`src/rtl/a5_frame_sequencer.sv`:
```
// A5/1 frame sequencer: key/COUNT load, majority-clocked mixing, then 228 keystream bits.
// Optional A5_STALL_EN adds ks_ready back-pressure during keystream generation.
module a5_frame_sequencer #(
  parameter int unsigned KEYLEN    = 64,
  parameter int unsigned FRAMELEN  = 22,
  parameter int unsigned MIXCYCLES = 100,
  parameter int unsigned CHUNKLEN  = 114
) (
  input  logic                clock,
  input  logic                reset,
  input  logic                start,
  input  logic [KEYLEN-1:0]   key,
  input  logic [FRAMELEN-1:0] frame,
`ifdef A5_STALL_EN
  input  logic                ks_ready,
`endif
  output logic                busy,
  output logic                ks_valid,
  output logic                ks_bit,
  output logic [7:0]          ks_index,
  output logic [CHUNKLEN-1:0] dl_ks,
  output logic [CHUNKLEN-1:0] ul_ks,
  output logic                done
);

  localparam int unsigned KeyIdxW = $clog2(KEYLEN);
  localparam int unsigned FrmIdxW = $clog2(FRAMELEN);
  localparam int unsigned ChkIdxW = $clog2(CHUNKLEN);
  localparam logic [7:0] KeyLast   = 8'(KEYLEN - 1);
  localparam logic [7:0] FrmLast   = 8'(FRAMELEN - 1);
  localparam logic [7:0] MixLast   = 8'(MIXCYCLES - 1);
  localparam logic [7:0] ChunkLen8 = 8'(CHUNKLEN);
`ifdef A5_STALL_EN
  localparam logic [7:0] GenTotal  = 8'(2 * CHUNKLEN);
`else
  localparam logic [7:0] GenLast   = 8'(2 * CHUNKLEN - 1);
`endif

  typedef enum logic [2:0] {
    StIdle, StLoadKey, StLoadFrame, StMix, StGen, StDone
  } state_e;

  state_e              state_q, state_d;
  logic [7:0]          cnt_q, cnt_d;
  logic [18:0]         r1_q, r1_d, r1_sh, r1_mj;
  logic [21:0]         r2_q, r2_d, r2_sh, r2_mj;
  logic [22:0]         r3_q, r3_d, r3_sh, r3_mj;
  logic                busy_q, busy_d;
  logic                valid_q, valid_d;
  logic                bit_q, bit_d;
  logic [7:0]          idx_q, idx_d;
  logic [CHUNKLEN-1:0] dl_q, dl_d;
  logic [CHUNKLEN-1:0] ul_q, ul_d;
  logic                done_q, done_d;
  logic                in_bit, maj, ks_new, gen_step;
  logic [ChkIdxW-1:0]  chunk_idx;

  // Register datapath: plain shift (load phases) and majority-gated shift (mix/gen).
  always_comb begin
    in_bit = 1'b0;
    if (state_q == StLoadKey) begin
      in_bit = key[cnt_q[KeyIdxW-1:0]];
    end else if (state_q == StLoadFrame) begin
      in_bit = frame[cnt_q[FrmIdxW-1:0]];
    end
    r1_sh = {r1_q[17:0], r1_q[13] ^ r1_q[16] ^ r1_q[17] ^ r1_q[18] ^ in_bit};
    r2_sh = {r2_q[20:0], r2_q[20] ^ r2_q[21] ^ in_bit};
    r3_sh = {r3_q[21:0], r3_q[7] ^ r3_q[20] ^ r3_q[21] ^ r3_q[22] ^ in_bit};
    maj   = (r1_q[8] & r2_q[10]) | (r1_q[8] & r3_q[10]) | (r2_q[10] & r3_q[10]);
    r1_mj = (r1_q[8] == maj) ? r1_sh : r1_q;
    r2_mj = (r2_q[10] == maj) ? r2_sh : r2_q;
    r3_mj = (r3_q[10] == maj) ? r3_sh : r3_q;
    ks_new = r1_mj[18] ^ r2_mj[21] ^ r3_mj[22];
    chunk_idx = (cnt_q < ChunkLen8) ? cnt_q[ChkIdxW-1:0] : ChkIdxW'(cnt_q - ChunkLen8);
  end

  always_comb begin
    state_d  = state_q;
    cnt_d    = cnt_q;
    r1_d     = r1_q;
    r2_d     = r2_q;
    r3_d     = r3_q;
    busy_d   = busy_q;
    valid_d  = valid_q;
    bit_d    = bit_q;
    idx_d    = idx_q;
    dl_d     = dl_q;
    ul_d     = ul_q;
    done_d   = 1'b0;
    gen_step = 1'b0;

    unique case (state_q)
      StIdle: begin
        if (start) begin
          state_d = StLoadKey;
          cnt_d   = '0;
          r1_d    = '0;
          r2_d    = '0;
          r3_d    = '0;
          dl_d    = '0;
          ul_d    = '0;
          busy_d  = 1'b1;
        end
      end
      StLoadKey: begin
        r1_d = r1_sh;
        r2_d = r2_sh;
        r3_d = r3_sh;
        if (cnt_q == KeyLast) begin
          state_d = StLoadFrame;
          cnt_d   = '0;
        end else begin
          cnt_d = cnt_q + 8'd1;
        end
      end
      StLoadFrame: begin
        r1_d = r1_sh;
        r2_d = r2_sh;
        r3_d = r3_sh;
        if (cnt_q == FrmLast) begin
          state_d = StMix;
          cnt_d   = '0;
        end else begin
          cnt_d = cnt_q + 8'd1;
        end
      end
      StMix: begin
        r1_d = r1_mj;
        r2_d = r2_mj;
        r3_d = r3_mj;
        if (cnt_q == MixLast) begin
          state_d = StGen;
          cnt_d   = '0;
        end else begin
          cnt_d = cnt_q + 8'd1;
        end
      end
      StGen: begin
`ifdef A5_STALL_EN
        // cnt_q counts generated bits; leave only once the last one is consumed.
        if (!valid_q || ks_ready) begin
          if (cnt_q == GenTotal) begin
            state_d = StDone;
            cnt_d   = '0;
            valid_d = 1'b0;
            done_d  = 1'b1;
          end else begin
            gen_step = 1'b1;
            cnt_d    = cnt_q + 8'd1;
          end
        end
`else
        gen_step = 1'b1;
        if (cnt_q == GenLast) begin
          state_d = StDone;
          cnt_d   = '0;
          done_d  = 1'b1;
        end else begin
          cnt_d = cnt_q + 8'd1;
        end
`endif
      end
      StDone: begin
        state_d = StIdle;
        busy_d  = 1'b0;
        valid_d = 1'b0;
      end
      default: state_d = StIdle;
    endcase

    if (gen_step) begin
      r1_d    = r1_mj;
      r2_d    = r2_mj;
      r3_d    = r3_mj;
      bit_d   = ks_new;
      idx_d   = cnt_q;
      valid_d = 1'b1;
      if (cnt_q < ChunkLen8) begin
        dl_d[chunk_idx] = ks_new;
      end else begin
        ul_d[chunk_idx] = ks_new;
      end
    end
  end

  always_ff @(posedge clock or posedge reset) begin
    if (reset) begin
      state_q <= StIdle;
      cnt_q   <= '0;
      r1_q    <= '0;
      r2_q    <= '0;
      r3_q    <= '0;
      busy_q  <= 1'b0;
      valid_q <= 1'b0;
      bit_q   <= 1'b0;
      idx_q   <= '0;
      dl_q    <= '0;
      ul_q    <= '0;
      done_q  <= 1'b0;
    end else begin
      state_q <= state_d;
      cnt_q   <= cnt_d;
      r1_q    <= r1_d;
      r2_q    <= r2_d;
      r3_q    <= r3_d;
      busy_q  <= busy_d;
      valid_q <= valid_d;
      bit_q   <= bit_d;
      idx_q   <= idx_d;
      dl_q    <= dl_d;
      ul_q    <= ul_d;
      done_q  <= done_d;
    end
  end

  assign busy     = busy_q;
  assign ks_valid = valid_q;
  assign ks_bit   = bit_q;
  assign ks_index = idx_q;
  assign dl_ks    = dl_q;
  assign ul_ks    = ul_q;
  assign done     = done_q;

endmodule

```
`config.mk`:
```
export PLATFORM = sky130hd
export DESIGN_NAME = a5_frame_sequencer
export DESIGN_NICKNAME = d
export VERILOG_FILES = /design/src/rtl/a5_frame_sequencer.sv
export SDC_FILE = /design/constraint.sdc
export NUM_CORES = 1
export LEC_CHECK = 0
export BUFFER_PORTS_ARGS = -buffer_cell sky130_fd_sc_hd__buf_4
export CORE_AREA = 2 2 171 173
export DETAILED_ROUTE_END_ITERATION = 16
export DIE_AREA = 0 0 173 175
export GPL_TIMING_DRIVEN = 0
export PLACE_DENSITY_LB_ADDON = 0.25
export SYNTH_ARGS = -nofsm -noshare
export SYNTH_HDL_FRONTEND = slang
export SYNTH_SLANG_ARGS = --single-unit
```
`constraint.sdc`:
```
create_clock -name clock -period 17.1 [get_ports clock]
set_clock_uncertainty 0.15 [all_clocks]
set_input_delay 5.13 -clock clock [delete_from_list [all_inputs] [get_ports clock]]
set_output_delay 5.13 -clock clock [all_outputs]
set_load 0.005 [all_outputs]
```
==> impl_metrics.env, run 1 <==
export IMPL_netlist_instances=1462
export IMPL_routed_wl_mm=47.8
export IMPL_fmax_mhz=144
export IMPL_seq_area_frac_synth_pct=51.1
export IMPL_multi_input_area_um2=6860
export IMPL_cp_startpoint="start"
export IMPL_grtUsageTotal_pct=30.8
export IMPL_wire_per_inst_um=21.4
export IMPL_avgSynthCellArea_um2=10.5
export IMPL_critPathMaxFanout=10
export IMPL_p_int_uw=2310
export IMPL_synth_cell_types=76
export IMPL_r2r_end="dl_ks[47]$_DFF_PP0_"
export IMPL_worstPathRequired_ns=17.37
export IMPL_io_buffers=328
export IMPL_numCtsBuffers=35
export IMPL_instances_no_fill=2237
export IMPL_start_util_pct=54.3
export IMPL_syn_nets=1555
export IMPL_final_cell_mix="buf_4 (334), nand2_1 (316), dfrtp_1 (315), mux2i_1 (153), clkbuf_1 (88)"
export IMPL_cts_hold_buffers=0
export IMPL_min_path_type="reg2reg"
export IMPL_antenna_found_initial=0
export IMPL_drv_cap=0
export IMPL_grt_overflow_total=0
export IMPL_area_growth_syn_to_layout_pct=27.2
export IMPL_grt_pass1_vias=13400
export IMPL_drive_gt1_share_pct=25.6
export IMPL_cts_sink_count=315
export IMPL_drv_slew=0
export IMPL_synth_flop_cell="dfrtp_1"
export IMPL_synth_area_top_cells="dfrtp_1 (51%), mux2i_1 (9.9%), nand2_1 (7.7%)"
export IMPL_p_seq_share_pct=34.9
export IMPL_synth_top_area_cell="dfrtp_1"
export IMPL_cts_path_max_buffers=3
export IMPL_final_nets=1922
export IMPL_ir_drop_uv=107
export IMPL_min_to="ks_index[0]$_DFFE_PP0P_"
export IMPL_synth_async_reset_ratio_pct=100
export IMPL_num_rows=62
export IMPL_core_area_um2=28400
export IMPL_via_per_inst=6.09
export IMPL_ctsResizeCount=0
export IMPL_crit_path_cell_trace="buf_4 -> or3b_1 -> clkbuf_1 -> clkbuf_1 -> o311ai_0 -> o31ai_1"
export IMPL_grt_pass1_wl_mm=74.4
export IMPL_nFillCells=2179
export IMPL_gp_congestion=0.921
export IMPL_grt_max_degree=126
export IMPL_firstDrtPassIters=5
export IMPL_drcViolationCount=0
export IMPL_fp_dieH_um=175
export IMPL_setup_viol_count_final=0
export IMPL_cts_tree="built"
export IMPL_synth_edf_count=0
export IMPL_clkPwrFrac_pct=20.8
export IMPL_htreeDepth=2
export IMPL_arrival_ns=7.20
export IMPL_setup_ws_ns=10.17
export IMPL_fp_dieW_um=173
export IMPL_num_vias=13600
export IMPL_ys_ff_latch=315
export IMPL_critPathCaptureType="flop"
export IMPL_path_buf_inv=3
export IMPL_slowest_stage="clkbuf_1"
export IMPL_p_total_uw=3740
export IMPL_cp_top_family="buffers and inverters"
export IMPL_period_minus_slack_ns=6.93
export IMPL_ant_nets=0
export IMPL_whs_path_depth=2
export IMPL_dpl_worst_slack_ns=9.78
export IMPL_final_common_cell="buf_4"
export IMPL_io_pins=329
export IMPL_rrSetupSlack_ns=12.95
export IMPL_comb_power_share_pct=44.3
export IMPL_clk_latency_ns=0.52
export IMPL_drt_iter0_drc=1320
export IMPL_fp_dieArea_um2=30300
export IMPL_cp_start_kind="input port"
export IMPL_diodes=0
export IMPL_crit_type="in2reg"
export IMPL_reg2reg_depth=12
export IMPL_synth_cell_area_um2=15400
export IMPL_p_leak_uw=0.00965
export IMPL_rsz0062_at_grt="no"
export IMPL_dp_cells=2176
export IMPL_powerDensity_nw_per_um2=190
export IMPL_hold_start="ks_index[0]$_DFFE_PP0P_"
export IMPL_dp_hpwl_mm=33.4
export IMPL_p_sw_uw=1430
export IMPL_clk_pin_slew_ns=0.06
export IMPL_hold_viol_final=0
export IMPL_status="finished clean"
export IMPL_relSlewSlack_pct=20.2
export IMPL_switching_share_pct=38.3
export IMPL_yosysWarnings=0
export IMPL_cp_common_cell="clkbuf_1"
export IMPL_worst_slew_pin_slew_ns=1.19
export IMPL_synth_top_area_share_pct=51.1
export IMPL_cpPeakStageDelay_ns=0.67
export IMPL_final_area_um2=19600
export IMPL_ctsRootBufferMaster="clkbuf_16"
export IMPL_cts_setup_buffers=0
export IMPL_seq_area_um2=7880
export IMPL_reg2reg_from="cnt_q[2]$_DFFE_PP0P_"
export IMPL_placed_area_um2=18400
export IMPL_fin_crit_sh_pct=40.5
export IMPL_fin_util_pct=69.1
-- tightest hold or removal path, stage by stage, from the launching register on --
cell     delay [ns]
dfrtp_1        0.35
nand2_1        0.05
nand2_1        0.06
-- worst max path at each step --
stage                           end  depth (start not counted)
2_1_floorplan      busy$_DFFE_PP0P_                          1
3_3_place_gp    ul_ks[42]$_DFF_PP0_                          2
3_5_place_dp   dl_ks[100]$_DFF_PP0_                          6
4_1_cts        dl_ks[100]$_DFF_PP0_                          6
5_1_grt        dl_ks[101]$_DFF_PP0_                          6
6_report       dl_ks[100]$_DFF_PP0_                          6
-- flip-flops by register name (all words and copies together) (netlist names), 3 cells and up --
signal and count:
ul_ks 114, cnt_q 8, r3_q 23, state_q 3, dl_ks 114, r1_q 19, r2_q 22, ks_index 8
-- final cells by class --
type,instances,share of cell area (%)
clock buffer,54,5.40
buffer,140,3.33
multi-input combinational,999,35.0
tap,384,2.45
sequential,315,40.2
timing repair buffer,330,12.8
clock inverter,7,0.638
inverter,8,0.191
-- power by group through the flow --
stage               registers [uW]  clock network (uW)  logic [uW]
finish                        1300                 778        1660
global route                  1330                 814        1790
CTS                           1290                 784        1650
detailed placement            1300                   0        1640
global placement              1300                   0        1590
floorplan                     1270                   0         874
-- synth_stat cells (6+ instances only) --
library cell / number
a21oi_1: 11
nor2b_1: 9
o21ai_1: 13
o21a_1: 6
inv_1: 6
nand2b_1: 8
nand2_1: 316
clkbuf_1: 79
xnor2_1: 6
mux4_2: 6
mux2_2: 8
o311ai_1: 6
and2_1: 12
nor2_1: 32
o31ai_1: 81
mux4_1: 10
o22ai_1: 6
a21o_1: 6
buf_4: 6
a22o_1: 59
dfrtp_1: 315
nand3_1: 52
o211ai_1: 51
o21ai_0: 14
nor3_1: 11
o311ai_0: 28
mux2i_1: 153
buf_2: 47
-- metal layers --
| metal | GRT usage (%) | wire (um) | part of all wire [%] |
|---|---|---|---|
| met4 | 11.9 | 1750 | 3.7 |
| met5 | 0 | 0 | 0 |
| met3 | 6.64 | 3780 | 7.9 |
| met1 | 41.7 | 19700 | 41 |
| met2 | 49.0 | 22600 | 47 |
-- logic make-up (layout without fill, tap and decap cells) --
family                     count (synthesis)  count (layout)  share of synthesized area, %
AOI/OAI and AO/OA                        321             321                          16.4
xor gates and xnor gates                  10              10                         0.568
adders and majority gates                  4               4                         0.325
buffers and inverters                    148             539                          4.43
DFF                                      315             315                          51.1
muxes                                    181             181                          13.4
and+or+nand+nor                          483             483                          13.8
-- stage by stage --
step | hold WS, ns | TNS [ns]
after detailed placement | 0.316 | 0
after CTS | 0.340 | 0
after global routing | 0.359 | 0
final | 0.338 | 0
after floorplan | 0.302 | 0
after global placement | 0.315 | -45.46
(Power assumes the default switching activity.)
==> inputs of run 2 (changes only) <==
Clock period 17.1 ns to 6.6 ns, I/O delays scaled along.
==> run 2 against run 1 <==
Design area up 0.27%. Sequential share of layout area decreased by 0.11 points. Cell count increased by 0.27%. Combinational power rose to 2.6 times the previous value. Wire length decreased by 1.1%. Worst setup slack lost 7.7 ns. First-iteration DRC count decreased by 6.0%. Via count fell by 1.2%. Non-clock buffer count rose by 6. Critical endpoint is now ul_ks[43]$_DFF_PP0_.
==> impl_metrics.env, run 2 (synthesis gave the netlist of run 1 again) <==
export IMPL_cts_sink_count=315
export IMPL_via_per_inst=6.00
export IMPL_area_growth_syn_to_layout_pct=27.5
export IMPL_cts_hold_buffers=0
export IMPL_drv_cap=0
export IMPL_grt_max_degree=44
export IMPL_final_common_cell="buf_4"
export IMPL_critPathMaxFanout=10
export IMPL_rsz0062_at_grt="no"
export IMPL_diodes=0
export IMPL_num_vias=13500
export IMPL_fmax_mhz=242
export IMPL_critPathCaptureType="flop"
export IMPL_dpl_worst_slack_ns=2.43
export IMPL_numCtsBuffers=35
export IMPL_cts_setup_buffers=0
export IMPL_wire_per_inst_um=21.1
export IMPL_clk_pin_slew_ns=0.06
export IMPL_cts_path_max_buffers=3
export IMPL_powerDensity_nw_per_um2=490
export IMPL_worst_slew_pin_slew_ns=1.16
export IMPL_dp_hpwl_mm=33.6
export IMPL_ctsRootBufferMaster="clkbuf_16"
export IMPL_setup_viol_count_final=0
export IMPL_setup_ws_ns=2.48
export IMPL_start_util_pct=54.3
export IMPL_multi_input_area_um2=6860
export IMPL_arrival_ns=4.39
export IMPL_seq_area_um2=7880
export IMPL_fp_dieArea_um2=30300
export IMPL_p_leak_uw=0.00968
export IMPL_worstPathRequired_ns=6.87
export IMPL_fin_crit_sh_pct=62.5
export IMPL_nFillCells=2151
export IMPL_grt_pass1_vias=13100
export IMPL_firstDrtPassIters=5
export IMPL_crit_type="reg2reg"
export IMPL_cts_tree="built"
export IMPL_drcViolationCount=0
export IMPL_htreeDepth=2
export IMPL_drt_iter0_drc=1241
export IMPL_drv_slew=0
export IMPL_routed_wl_mm=47.3
export IMPL_ir_drop_uv=268
export IMPL_core_area_um2=28400
export IMPL_final_nets=1928
export IMPL_ctsResizeCount=0
export IMPL_grt_pass1_wl_mm=73.9
export IMPL_period_minus_slack_ns=4.12
export IMPL_io_pins=329
export IMPL_num_rows=62
export IMPL_clk_latency_ns=0.52
export IMPL_ant_nets=0
export IMPL_fp_dieH_um=175
export IMPL_relSlewSlack_pct=22.4
export IMPL_io_buffers=328
export IMPL_grtUsageTotal_pct=30.6
export IMPL_min_path_type="reg2reg"
export IMPL_status="finished clean"
export IMPL_gp_congestion=0.923
export IMPL_fp_dieW_um=173
export IMPL_final_cell_mix="buf_4 (334), nand2_1 (316), dfrtp_1 (315), mux2i_1 (153), clkbuf_1 (88)"
export IMPL_cp_start_kind="flop"
export IMPL_grt_overflow_total=0
export IMPL_drive_gt1_share_pct=25.9
export IMPL_antenna_found_initial=1
export IMPL_finalHoldWorstSlack_ns=0.336
export IMPL_hold_viol_final=0
-- run 2: changes by cell type in the layout (fill, tap and decap cells not counted), moves of 2 or more --
cell,delta
buf_12,+8
clkinv_2,+4
buf_16,-2
clkbuf_8,-2
-- run 2: report_power, final --
part	switching [uW]	internal, uW
sequential	586	2780
combinational	2340	1980
clock	776	1170
-- run 2: path summary, 6_finish.rpt --
| path | from | slack [ns] | cells after the start | end |
|---|---|---|---|---|
| worst max-delay path | cnt_q[2]$_DFFE_PP0P_ | 2.48 | 12 | ul_ks[43]$_DFF_PP0_ |
| worst min-delay path | r2_q[0]$_DFFE_PP0P_ | 0.34 | 2 | r2_q[0]$_DFFE_PP0P_ |
| worst max register to register | cnt_q[2]$_DFFE_PP0P_ | 2.48 | 12 | ul_ks[43]$_DFF_PP0_ |
| worst min register to register | r2_q[0]$_DFFE_PP0P_ | 0.34 | 2 | r2_q[0]$_DFFE_PP0P_ |
| max in group asynchronous | reset | 3.66 | 5 | r3_q[5]$_DFFE_PP0P_ |
| min in group asynchronous | reset | 1.45 | 2 | dl_ks[76]$_DFF_PP0_ |
-- run 2: per-layer routing --
| layer | part of all wire [%] | vias up | global-route usage (%) | routed length (um) |
|---|---|---|---|---|
| met5 | 0 | - | 0 | 0 |
| met4 | 3.5 | 0 | 10.8 | 1670 |
| met3 | 7.9 | 116 | 5.81 | 3710 |
| met2 | 47 | 599 | 49.2 | 22300 |
| met1 | 41 | 6697 | 41.9 | 19600 |
| li1 | - | 6045 | - | - |
-- run 2: layout make-up --
type                       count  share of cell area [%]
tap                          384                    2.44
inverter                       8                   0.172
sequential                   315                    40.1
buffer                       140                    3.32
clock inverter                10                   0.655
multi-input combinational    999                    34.9
timing repair buffer         336                    13.3
clock buffer                  51                    5.12
-- run 2: critical path: stages (launching register included) --
cell and delay, ns:
dfrtp_1 0.46, buf_4 0.21, inv_2 0.07, clkbuf_1 0.55, ha_1 0.45, nand2b_1 0.10, buf_2 0.19, o31ai_1 0.33
a31oi_2 0.28, nor2_1 0.54, buf_2 0.36, nand2_1 0.10, mux2i_1 0.23
-- run 2: per-stage QoR --
step / std cells / power, uW / util, % / cell area (um^2) / setup TNS (ns)
3_5_place_dp: 2182 / 7630 / 65.3 / 18500 / 0
6_report: 2243 / 9630 / 69.3 / 19700 / 0
2_1_floorplan: 1462 / 5550 / - / 15400 / 0
3_3_place_gp: 2174 / 7470 / 64.7 / 18400 / -453.40
4_1_cts: 2243 / 9610 / 69.3 / 19700 / 0
5_1_grt: 2243 / 10200 / 69.3 / 19700 / 0
